===== config.mk =====
export PLATFORM = sky130hd
export DESIGN_NAME = mandel_pixel_writer_flat
export DESIGN_NICKNAME = d
export VERILOG_FILES = /design/src/rtl/mandel_pixel_writer_pkg.sv /design/src/rtl/mandel_pixel_writer_if.sv /design/src/rtl/mandel_pixel_writer_result_fifo.sv /design/src/rtl/mandel_pixel_writer.sv /design/src/flat_wrapper.sv
export SDC_FILE = /design/constraint.sdc
export NUM_CORES = 1
export LEC_CHECK = 0
export ABC_CLOCK_PERIOD_IN_PS = 2300
export CORE_MARGIN = 1
export CORE_UTILIZATION = 30
export CTS_CLUSTER_DIAMETER = 60
export CTS_CLUSTER_SIZE = 8
export DETAILED_ROUTE_END_ITERATION = 10
export GPL_ROUTABILITY_DRIVEN = 0
export HOLD_SLACK_MARGIN = 0.05
export PLACE_DENSITY = 0.48
export SYNTH_ARGS = -nofsm -noshare
export SYNTH_HDL_FRONTEND = slang
export SYNTH_SLANG_ARGS = --single-unit

===== constraint.sdc =====
create_clock -name clk -period 2.3 [get_ports clk]
set_input_delay 0.46 -clock clk [delete_from_list [all_inputs] [get_ports clk]]
set_output_delay 0.46 -clock clk [all_outputs]
set_load 0.05 [all_outputs]

===== src/rtl/mandel_pixel_writer_pkg.sv =====
`default_nettype none
// ============================================================================
// Package     : mandel_pixel_writer_pkg
// Description : Shared constants for the Mandelbrot pixel writer: frame
//               geometry defaults, colour codes, FSM state encodings and the
//               iteration-count to colour mapping.
// Revision    : 1.0  initial release
// ============================================================================
package mandel_pixel_writer_pkg;

  localparam int N_PIX_X_DEF = 192;
  localparam int N_PIX_Y_DEF = 128;

  localparam logic [1:0] COL_BLACK = 2'b00;
  localparam logic [1:0] COL_WRAP  = 2'b11;

  // Main frame FSM
  localparam logic [1:0] ST_IDLE = 2'd0;
  localparam logic [1:0] ST_RUN  = 2'd1;
  localparam logic [1:0] ST_DONE = 2'd2;

  // UART forwarding sub-FSM
  localparam logic [1:0] TX_IDLE = 2'd0;
  localparam logic [1:0] TX_ARM  = 2'd1;
  localparam logic [1:0] TX_WAIT = 2'd2;

  // In-set pixels are black; outside pixels never use code 00 so they stay
  // distinguishable from the set, hence 00 folds onto 11.
  function automatic logic [1:0] colour_map(input logic [7:0] iter, input logic inset);
    if (inset)
      return COL_BLACK;
    else if (iter[1:0] == 2'b00)
      return COL_WRAP;
    else
      return iter[1:0];
  endfunction

endpackage
`default_nettype wire


===== src/rtl/mandel_pixel_writer_if.sv =====
`default_nettype none
// ============================================================================
// Interface   : mandel_pixel_writer_if
// Description : Result handshake from the iteration engine plus the
//               framebuffer write port. master = environment side,
//               slave = pixel writer side.
// Revision    : 1.0  initial release
// ============================================================================
interface mandel_pixel_writer_if;
  logic       res_valid;
  logic       res_ready;
  logic [7:0] res_iter;
  logic       res_inset;
  logic [7:0] wx;
  logic [6:0] wy;
  logic [1:0] wd;
  logic       we;

  modport master (
    output res_valid, res_iter, res_inset,
    input  res_ready, wx, wy, wd, we
  );

  modport slave (
    input  res_valid, res_iter, res_inset,
    output res_ready, wx, wy, wd, we
  );
endinterface
`default_nettype wire


===== src/rtl/mandel_pixel_writer_result_fifo.sv =====
`default_nettype none
// ============================================================================
// Module      : result_fifo
// Description : Small synchronous FIFO with full/empty flags and a flush
//               input that empties it in one cycle. DEPTH must be a power
//               of two and at least 2.
// Revision    : 1.0  initial release
// ============================================================================
module result_fifo #(
  parameter int DEPTH = 4,
  parameter int WIDTH = 9
) (
  input  wire logic             clk,
  input  wire logic             rst,
  input  wire logic             flush,
  input  wire logic             push,
  input  wire logic [WIDTH-1:0] push_data,
  input  wire logic             pop,
  output logic      [WIDTH-1:0] pop_data,
  output logic                  full,
  output logic                  empty
);

  localparam int AW = $clog2(DEPTH);

  // Pointers carry one extra wrap bit so full and empty are distinguishable
  logic [AW:0]      wr_ptr_q, wr_ptr_d;
  logic [AW:0]      rd_ptr_q, rd_ptr_d;
  logic [WIDTH-1:0] mem_q [DEPTH];
  logic             do_push;
  logic             do_pop;

  assign empty    = (wr_ptr_q == rd_ptr_q);
  assign full     = (wr_ptr_q[AW] != rd_ptr_q[AW]) && (wr_ptr_q[AW-1:0] == rd_ptr_q[AW-1:0]);
  assign do_push  = push && !full;
  assign do_pop   = pop && !empty;
  assign pop_data = mem_q[rd_ptr_q[AW-1:0]];

  // Next pointer values; flush overrides any push or pop
  always_comb begin
    wr_ptr_d = wr_ptr_q;
    rd_ptr_d = rd_ptr_q;
    if (flush) begin
      wr_ptr_d = '0;
      rd_ptr_d = '0;
    end else begin
      if (do_push) wr_ptr_d = wr_ptr_q + 1'b1;
      if (do_pop)  rd_ptr_d = rd_ptr_q + 1'b1;
    end
  end

  // Pointer registers
  always_ff @(posedge clk or posedge rst) begin
    if (rst) begin
      wr_ptr_q <= '0;
      rd_ptr_q <= '0;
    end else begin
      wr_ptr_q <= wr_ptr_d;
      rd_ptr_q <= rd_ptr_d;
    end
  end

  // Storage array; contents are only meaningful between pointers so no reset
  always_ff @(posedge clk) begin
    if (do_push && !flush)
      mem_q[wr_ptr_q[AW-1:0]] <= push_data;
  end

endmodule
`default_nettype wire


===== src/rtl/mandel_pixel_writer.sv =====
`default_nettype none
// ============================================================================
// Module      : mandel_pixel_writer
// Description : Buffers Mandelbrot results, walks the frame in column-major
//               order, maps each result to a 2-bit colour and writes it to
//               the framebuffer. Optional macro ITER_TX_EN also forwards
//               each iteration count to a UART transmitter.
// Revision    : 1.0  initial release
// ============================================================================
module mandel_pixel_writer
  import mandel_pixel_writer_pkg::*;
#(
  parameter int N_PIX_X    = N_PIX_X_DEF,
  parameter int N_PIX_Y    = N_PIX_Y_DEF,
  parameter int FIFO_DEPTH = 4
) (
  input  wire logic             clk,
  input  wire logic             rst,
  input  wire logic             frame_start,
  output logic                  frame_done,
  output logic                  busy,
  mandel_pixel_writer_if.slave  pix
`ifdef ITER_TX_EN
  ,
  output logic [7:0]            tx_data,
  output logic                  tx_start,
  input  wire logic             tx_busy
`endif
);

  logic [1:0] state_q, state_d;
  logic [7:0] cx_q, cx_d;
  logic [6:0] cy_q, cy_d;
  logic [7:0] wx_q, wx_d;
  logic [6:0] wy_q, wy_d;
  logic [1:0] wd_q, wd_d;
  logic       we_q, we_d;

  logic       fifo_full;
  logic       fifo_empty;
  logic [8:0] head;
  logic       res_ready;
  logic       push;
  logic       pop;
  logic       tx_ok;
  logic       last_pix;

  assign res_ready = (state_q == ST_RUN) && !fifo_full;
  // A push coinciding with frame_start belongs to the abandoned frame
  assign push      = pix.res_valid && res_ready && !frame_start;
  assign pop       = (state_q == ST_RUN) && !fifo_empty && tx_ok && !frame_start;
  assign last_pix  = (cx_q == 8'(N_PIX_X - 1)) && (cy_q == 7'(N_PIX_Y - 1));

  assign pix.res_ready = res_ready;
  assign pix.wx        = wx_q;
  assign pix.wy        = wy_q;
  assign pix.wd        = wd_q;
  assign pix.we        = we_q;
  assign frame_done    = (state_q == ST_DONE);
  assign busy          = (state_q != ST_IDLE);

  result_fifo #(
    .DEPTH (FIFO_DEPTH),
    .WIDTH (9)
  ) u_fifo (
    .clk       (clk),
    .rst       (rst),
    .flush     (frame_start),
    .push      (push),
    .push_data ({pix.res_inset, pix.res_iter}),
    .pop       (pop),
    .pop_data  (head),
    .full      (fifo_full),
    .empty     (fifo_empty)
  );

  // Frame FSM, coordinate walk and registered framebuffer write
  always_comb begin
    state_d = state_q;
    cx_d    = cx_q;
    cy_d    = cy_q;
    wx_d    = wx_q;
    wy_d    = wy_q;
    wd_d    = wd_q;
    we_d    = 1'b0;
    if (frame_start) begin
      state_d = ST_RUN;
      cx_d    = '0;
      cy_d    = '0;
    end else begin
      case (state_q)
        ST_IDLE: state_d = ST_IDLE;
        ST_RUN: begin
          if (pop) begin
            we_d = 1'b1;
            wx_d = cx_q;
            wy_d = cy_q;
            wd_d = colour_map(head[7:0], head[8]);
            if (cy_q == 7'(N_PIX_Y - 1)) begin
              cy_d = '0;
              cx_d = (cx_q == 8'(N_PIX_X - 1)) ? 8'd0 : cx_q + 8'd1;
            end else begin
              cy_d = cy_q + 7'd1;
            end
            if (last_pix) state_d = ST_DONE;
          end
        end
        ST_DONE: state_d = ST_IDLE;
        default: state_d = ST_IDLE;
      endcase
    end
  end

  // Frame state and write-port registers
  always_ff @(posedge clk or posedge rst) begin
    if (rst) begin
      state_q <= ST_IDLE;
      cx_q    <= '0;
      cy_q    <= '0;
      wx_q    <= '0;
      wy_q    <= '0;
      wd_q    <= '0;
      we_q    <= 1'b0;
    end else begin
      state_q <= state_d;
      cx_q    <= cx_d;
      cy_q    <= cy_d;
      wx_q    <= wx_d;
      wy_q    <= wy_d;
      wd_q    <= wd_d;
      we_q    <= we_d;
    end
  end

`ifdef ITER_TX_EN
  logic [1:0] tx_state_q, tx_state_d;
  logic [7:0] tx_data_q, tx_data_d;
  logic       tx_start_q, tx_start_d;

  // Only release the next pixel once the previous byte has fully gone out
  assign tx_ok    = (tx_state_q == TX_IDLE) && !tx_busy;
  assign tx_data  = tx_data_q;
  assign tx_start = tx_start_q;

  // TX handshake: start pulse, wait for busy to rise, then to fall
  always_comb begin
    tx_state_d = tx_state_q;
    tx_data_d  = tx_data_q;
    tx_start_d = 1'b0;
    if (frame_start) begin
      tx_state_d = TX_IDLE;
    end else if (pop) begin
      tx_start_d = 1'b1;
      tx_data_d  = head[7:0];
      tx_state_d = TX_ARM;
    end else begin
      case (tx_state_q)
        TX_ARM:  if (tx_busy)  tx_state_d = TX_WAIT;
        TX_WAIT: if (!tx_busy) tx_state_d = TX_IDLE;
        default: tx_state_d = TX_IDLE;
      endcase
    end
  end

  // TX sub-FSM registers
  always_ff @(posedge clk or posedge rst) begin
    if (rst) begin
      tx_state_q <= TX_IDLE;
      tx_data_q  <= '0;
      tx_start_q <= 1'b0;
    end else begin
      tx_state_q <= tx_state_d;
      tx_data_q  <= tx_data_d;
      tx_start_q <= tx_start_d;
    end
  end
`else
  assign tx_ok = 1'b1;
`endif

endmodule
`default_nettype wire


===== src/flat_wrapper.sv =====
// flat-port wrapper written by rule: the top's interface ports become plain ports
module mandel_pixel_writer_flat import mandel_pixel_writer_pkg::*;
#(
  parameter int N_PIX_X    = N_PIX_X_DEF,
  parameter int N_PIX_Y    = N_PIX_Y_DEF,
  parameter int FIFO_DEPTH = 4
)
  (clk, rst, frame_start, frame_done, busy, pix_res_valid, pix_res_iter, pix_res_inset, pix_res_ready, pix_wx, pix_wy, pix_wd, pix_we);
  mandel_pixel_writer_if pix_i ();
  input  wire logic clk;
  input  wire logic rst;
  input  wire logic frame_start;
  output logic frame_done;
  output logic busy;
  input wire logic [$bits(pix_i.res_valid)-1:0] pix_res_valid;
  input wire logic [$bits(pix_i.res_iter)-1:0] pix_res_iter;
  input wire logic [$bits(pix_i.res_inset)-1:0] pix_res_inset;
  output wire logic [$bits(pix_i.res_ready)-1:0] pix_res_ready;
  output wire logic [$bits(pix_i.wx)-1:0] pix_wx;
  output wire logic [$bits(pix_i.wy)-1:0] pix_wy;
  output wire logic [$bits(pix_i.wd)-1:0] pix_wd;
  output wire logic [$bits(pix_i.we)-1:0] pix_we;
  assign pix_i.res_valid = pix_res_valid;
  assign pix_i.res_iter = pix_res_iter;
  assign pix_i.res_inset = pix_res_inset;
  assign pix_res_ready = pix_i.res_ready;
  assign pix_wx = pix_i.wx;
  assign pix_wy = pix_i.wy;
  assign pix_wd = pix_i.wd;
  assign pix_we = pix_i.we;
  mandel_pixel_writer #(.N_PIX_X(N_PIX_X), .N_PIX_Y(N_PIX_Y), .FIFO_DEPTH(FIFO_DEPTH)) u_core (.clk(clk), .rst(rst), .frame_start(frame_start), .frame_done(frame_done), .busy(busy), .pix(pix_i));
endmodule

==> results.md, run 1 <==
- Status: completed
- Achievable Freq: 455 MHz
- Clock slew at reported path FFs: about 0.090 ns
- Post-synth EDFFs: 12
- Initial core utilization: 0.309
- Synth warn: 0
- Asr flop ratio synth: 0.774
- DIE AREA: 8830 µm²
- Final Slew Violations: 0
- Synth top area cells: dfrtp_1 40%, edfxtp_1 14%, mux2_1 7.1%
- First-pass GRT wire length: 8810 µm
- Placed cells: between 300 and 400
- Vias per cell: 4.93
- Leak pwr: around 1.3 nW
- CTS tree: yes
- Cell variety after synth: 50
- Die Ht: 94.0 µm
- Worst path cell trace: or2_2, clkdlybuf4s50_1
- Buf+Inv Stages, Crit Path: 1
- I/O Buffers: 27
- Area leader, netlist: dfrtp_1
- CTS sink cnt: 53
- Syn_area_per_cell: ~13 µm²
- Critical Path Max Stage Delay: roughly 0.7 ns
- CP startpoint kind: register
- Die Wd: 94.0 µm
- Via count: between 1.5k and 2k
- H-tree depth: 2
- Required time worst endpoint: 1.84 ns
- Syn-to-layout area delta: 20.5%
- Wire per inst: 14.8 µm
- Total GRT Usage: 0.130
- Post-synth net total: ~220
- Cts hold-fix bufs: 0
- WL final: between 5000 and 6000 µm
- Synth Cell Area: 2540 µm²
- Part of the cycle the worst path needs: 0.956
- GR Overflow Total: 0
- CP max FO: 5
- RSZ-0062 raised after global routing: no
- Max-Slew Margin vs Limit: 0.614
- CTS root buf: clkbuf_8
- CP Class: register to output port
- Detailed placer's ending HPWL: around 3500 µm
- Synthesized instance count: 199
- Antenna cell count: 0
- # DRC: 0
- Post-CTS Setup Inserts: 0
- Layout cell share with drive strength beyond 1: 0.136
- CTS-repair resized insts: 0
- Post-route insts no fill: 340
- Initial antenna violation count: 0
- Latest clock arrival within the worst-skew pair: approximately 0.30 ns
- Main flop type after synthesis: dfrtp_1
- VDD IR-drop max: 0.267 mV
- Worst Hold Class: register to register
- Row cnt: 33
- Final Hold Fails: 0
- Crit end category: output port
- DR pass1 iterations: 4
- Slew @ Worst Pin: 0.575 ns
- Post-layout nets: 254
- Fin crit period: 2.20 ns
- Setup TNS: 0 ns
- Max cap viols: 0
- DRT iter0 DRCs: 80
- Largest net degree at the start of global routing: 42
- Worst EP arrival: 1.74 ns
- Clock skew: 0.00646 ns
- Clock Tree Buf Depth: 2
- Core footprint: 8220 µm²
- Count of final setup violators: 0
- Top cell type's share of synthesized area: 0.404
- Vias in the first global route: between 1.5k and 2k
- I/O pin total: 34
- FF+latch count, synth: 53
- Antenna-violating nets left: 0
- Worst path top cell family by delay: buffers and inverters
- Max stage delay cell, worst path: clkdlybuf4s50_1
- Seq/Total Area, Yosys: 0.546
- Pwr/cell area: between 700 and 800 nW/µm²
- Num CTS Buffers: 5
cell usage in the layout (no fill, tap or decap), drive strengths merged, types with 3 or more instances in the layout:
master / count
nand4: 3
ha: 7
nand2: 8
xor2: 3
a21oi: 6
buf: 10
inv: 8
dfrtp: 41
mux2: 20
a311oi: 3
and3: 3
xnor2: 5
a32o: 4
nor2: 12
clkdlybuf4s50: 26
o21ai: 5
or2: 3
mux4: 3
edfxtp: 12
nand3: 5
a22o: 4
clkbuf: 8
nor3: 6
o211ai: 3
and2: 5
synthesized netlist by cell type, types with 2 or more instances:
cell / n
nor2b_1: 2
nor3_1: 5
xnor2_2: 3
xor2_1: 3
mux4_2: 3
o31ai_1: 2
a22o_1: 4
nor2_1: 12
and3_1: 3
or2_2: 2
mux2_2: 4
buf_2: 2
nand3_1: 5
xnor2_1: 2
inv_1: 8
clkbuf_1: 2
ha_1: 7
dfrtp_1: 41
o211ai_1: 3
nor3b_1: 2
and2_1: 5
nand2_1: 8
mux2_1: 16
edfxtp_1: 12
a32o_1: 4
nand4_1: 2
o21ai_0: 5
buf_4: 3
a21oi_1: 6
a311oi_1: 2
or4_1: 2
final timing paths:
path	start	end	slack, ns	depth (start not counted)
max reg2reg	u_core.u_fifo.rd_ptr_q[1]	u_core.pix.wy[6]	0.46	4
min in group asynchronous	rst	u_core.pix.wy[0]	0.59	3
max	u_core.state_q[0]	busy	0.10	2
min reg2reg	u_core.pix.wy[4]	u_core.pix.wy[4]	0.49	1
max in group asynchronous	rst	u_core.u_fifo.wr_ptr_q[0]	1.34	3
min	u_core.pix.wy[4]	u_core.pix.wy[4]	0.49	1
registers in the layout (all words and copies together), names as in the netlist:
| name | cells |
|---|---|
| u_core.cx_q | 8 |
| u_core.state_q | 2 |
| u_core.pix.wy | 7 |
| u_core.u_fifo.wr_ptr_q | 3 |
| u_core.pix.wx | 8 |
| u_core.cy_q | 7 |
| u_core.pix.we | 1 |
| u_core.u_fifo.rd_ptr_q | 3 |
| u_core.pix.wd | 2 |
| u_core.u_fifo.mem_q | 12 |
per-stage QoR:
stage / util / hold WS, ns / worst slack [ns] / power [W] / area, µm²
finish: 0.372 / 0.491 / 0.102 / 0.00242 / 3060
global route: 0.372 / 0.507 / 0.0202 / 0.00256 / 3060
CTS: 0.372 / 0.496 / 0.0818 / 0.00246 / 3060
detailed placement: 0.362 / 0.477 / 0.187 / 0.00194 / 2980
global placement: 0.362 / 0.467 / 0.200 / 0.00193 / 2980
floorplan: - / 0.506 / 0.327 / 0.00170 / 2540
layout make-up:
cell class / count / area, µm²
repair buffers: 36 / 360
fillers: 820 / 5160
clock buffers: 8 / 80.1
multi-input cells: 129 / 1070
inverters: 9 / 33.8
flip-flops and latches: 53 / 1390
well taps: 105 / 131
routing by layer:
metal	vias up	global-route usage	share of wire
met4	0	0.0487	0.018
met1	828	0.184	0.51
li1	808	-	-
met5	-	0	0
met2	34	0.198	0.45
met3	6	0.0218	0.026
report_power, final:
group	internal [W]	switching, W
Sequential	0.00104	0.0000665
Clock	0.000217	0.000297
Combinational	0.000340	0.000461
Total	0.00160	0.000825
logic make-up after synthesis:
kind of cell,count (synthesis),share of synthesized area
multiplexers,24,0.119
AO/OA/AOI/OAI,34,0.109
AND/OR/NAND/NOR,56,0.121
buffers and inverters,17,0.0335
XOR/XNOR,8,0.0365
adder cells (fa/ha/maj),7,0.0345
flip-flops,53,0.546
Note: power is estimated with default switching activity, not from simulation.
==> run 2, diff against run 1 <==
--- a/config.mk
+++ b/config.mk
@@ -5,7 +5,9 @@
 export SDC_FILE = /design/constraint.sdc
 export NUM_CORES = 1
 export LEC_CHECK = 0
+export ABC_AREA = 1
 export ABC_CLOCK_PERIOD_IN_PS = 2300
+export CORE_ASPECT_RATIO = 1.2
 export CORE_MARGIN = 1
 export CORE_UTILIZATION = 30
 export CTS_CLUSTER_DIAMETER = 60
@@ -13,6 +15,7 @@
 export DETAILED_ROUTE_END_ITERATION = 10
 export GPL_ROUTABILITY_DRIVEN = 0
 export HOLD_SLACK_MARGIN = 0.05
+export MAX_ROUTING_LAYER = met4
 export PLACE_DENSITY = 0.48
 export SYNTH_ARGS = -nofsm -noshare
 export SYNTH_HDL_FRONTEND = slang
==> run 2 against run 1 <==
Sequential cell count is the same. Clock-buffer cell count decreased by 3. Non-clock buffer count shrank 5. First-iteration DRC count grew 18%. Critical path type unchanged. Critical endpoint is now frame_done.
==> results.md, run 2 <==
- Detailed placer's ending HPWL: 3520 µm
- Clock Tree Buf Depth: 2
- Clock power frac: 0.202
- Area leader, netlist: dfrtp_1
- Post-CTS Setup Inserts: 0
- Hold Path Cell Cnt: 2
- Post-layout nets: 354
- Leak pwr: ~1.4 nW
- Top-count cell post-synth: nand2_1
- Fin crit period: around 2.1 ns
- Total GRT Usage: 0.129
- Crit end category: output port
- VDD IR-drop max: about 0.36 mV
- WL final: 5010 µm
- Largest net degree at the start of global routing: 42
- Antenna cell count: 0
- CP max FO: 2
- Dpl ws: 0.262 ns
- R2r setup slk: 0.57 ns
- Antenna-violating nets left: 0
- Worst Hold Class: register to register
- Sequential power share: 0.448
- Row cnt: 36
- Part of the cycle the worst path needs: 0.927
- Max-Slew Margin vs Limit: 0.645
- Latest clock arrival within the worst-skew pair: 0.31 ns
- Core footprint: 8240 µm²
- Max layer used: met4
- DIE AREA: 8960 µm²
- RSZ-0062 raised after global routing: no
- Via count: approximately 2k
- Cts hold-fix bufs: 0
- First-pass GRT wire length: 8670 µm
- Int Pwr: approximately 0.0016 W
- Cell variety after synth: 23
- CTS root buf: clkbuf_8
- Max reg flops: 12
- Fillers: 853
- I/O Buffers: 27
- Required time worst endpoint: 1.84 ns
- Worst Hold End: u_core.pix.wx[1]
- # DRC: 0
- Syn_area_per_cell: 8.47 µm²
- CP startpoint kind: register
- CTS tree: yes
- Synth warn: 0
- Reg2reg end: u_core.state_q[0]
- DR pass1 iterations: 4
- Top cell type's share of synthesized area: 0.398
- I/O pin total: 34
- Synth top area cells: dfrtp_1 40%, edfxtp_1 14%, nand2_1 14%
- Clock skew: roughly 0.0073 ns
- Initial antenna violation count: 0
- R2R cell count: 8
- DR WL met3: 170 µm
- Wire per inst: 11.2 µm
- Gate power share: 0.350
- Clock slew at reported path FFs: 0.10 ns
- Main flop type after synthesis: dfrtp_1
- Asr flop ratio synth: 0.774
- Worst EP arrival: 1.67 ns
- CTS sink cnt: 53
- Setup ws final: around 0.17 ns
- Count of final setup violators: 0
- Hold_sp: u_core.pix.wx[1]
- Pwr/cell area: 875 nW/µm²
- RR Startpoint: u_core.cx_q[0]
- Max cap viols: 0
- Status: completed
- Achievable Freq: between 400 and 500 MHz
- Final Slew Violations: 0
- Commonest cells after routing, fill and taps aside: 93 x nand2_1, 41 x dfrtp_1, 39 x nand3_1
- Switching pwr: approximately 0.0011 W
- Num CTS Buffers: 5
- Vias per cell: approximately 4.4
- Metal-1 WL: 2540 µm
- Sw Share: 0.401
- Die Ht: 103 µm
- H-tree depth: 2
- Synth Cell Area: 2570 µm²
- Syn-to-layout area delta: 18.4%
- Synthesized instance count: 304
- Setup TNS: 0 ns
- Slew @ Worst Pin: 0.533 ns
- FF+latch count, synth: 53
- Wire length on met2: 2210 µm
- CTS-repair resized insts: 0
- Seq/Total Area, Yosys: 0.538
- Vias in the first global route: 1846
- GR Overflow Total: 0
- Commonest cells in the netlist: 93 x nand2_1, 41 x dfrtp_1, 39 x nand3_1
- Initial core utilization: 0.312
- Commonest non-fill, non-tap cell in the layout: nand2_1
- DRT iter0 DRCs: between 90 and 100
- Post-synth net total: about 320
- Final Hold Fails: 0
- CP Class: register to output port
- Post-synth EDFFs: 12
- Layout cell share with drive strength beyond 1: 0.0657
- Die Wd: just under 90 µm
-- run 2: cell count changes after synthesis, moves of 5 or more --
cell / previous run / this run
nand3_1: 5 / 39
nor2_1: 12 / 30
inv_1: 8 / 33
a21oi_1: 6 / 0
and2_1: 5 / 0
nand2_1: 8 / 93
mux2_1: 16 / 0
o21ai_0: 5 / 23
-- run 2: how the worst max path moves through the flow --
stage | start | end | cells after the start | slack (ns)
after floorplan | u_core.u_fifo.rd_ptr_q[0] | pix_res_ready | 5 | 0.75
after global placement | frame_start | u_core.u_fifo.mem_q[0][0] | 6 | 0.30
after detailed placement | frame_start | u_core.u_fifo.mem_q[1][0] | 6 | 0.26
after CTS | u_core.state_q[1] | frame_done | 3 | 0.15
after global routing | u_core.state_q[1] | frame_done | 3 | 0.1
final | u_core.state_q[1] | frame_done | 3 | 0.17
-- run 2: area by class of cell --
cell class | count | area [µm²] | area share
flip-flops and latches | 53 | 1390 | 0.455
multi-input cells | 208 | 1000 | 0.328
repair buffers | 31 | 298 | 0.0977
well taps | 114 | 143 | 0.0468
inverters | 35 | 131 | 0.0431
clock buffers | 5 | 68.8 | 0.0226
clock inverters | 3 | 21.3 | 0.00698
-- run 2: power groups by stage --
stage / combinational [W] / clock (W) / sequential, W
global placement: 0.000937 / 0 / 0.00122
CTS: 0.000950 / 0.000563 / 0.00120
detailed placement: 0.000948 / 0 / 0.00122
finish: 0.000933 / 0.000540 / 0.00119
global route: 0.00103 / 0.000604 / 0.00122
floorplan: 0.000473 / 0 / 0.00144
-- run 2: kinds of logic (layout without fill, tap and decap cells) --
kind of cell	count (synthesis)	in the layout	share of synthesized area
buffers and inverters	43	74	0.0729
AO/OA/AOI/OAI	23	23	0.0447
XOR/XNOR	4	4	0.0165
adder cells (fa/ha/maj)	7	7	0.0340
AND/OR/NAND/NOR	174	174	0.293
flip-flops	53	53	0.538
-- run 2: critical path: stages (launching register included) --
cell	delay [ns]
dfrtp_1	0.41
inv_1	0.07
nor2_1	0.09
clkdlybuf4s50_1	0.80
-- run 2: per-stage QoR --
stage / hold slack, ns / cells / total power [W] / util / cell area [µm²]
floorplan: 0.487 / 304 / 0.00191 / - / 2570
global placement: 0.467 / 441 / 0.00215 / 0.359 / 2960
detailed placement: 0.472 / 441 / 0.00217 / 0.359 / 2960
CTS: 0.496 / 449 / 0.00271 / 0.370 / 3050
global route: 0.505 / 449 / 0.00285 / 0.370 / 3050
finish: 0.486 / 449 / 0.00267 / 0.370 / 3050
-- run 2: layer usage --
metal / up-vias / global-route usage
li1: 1028 / -
met1: 890 / 0.165
met2: 37 / 0.203
met3: 7 / 0.0238
met4: 0 / 0.0474
met5: - / -
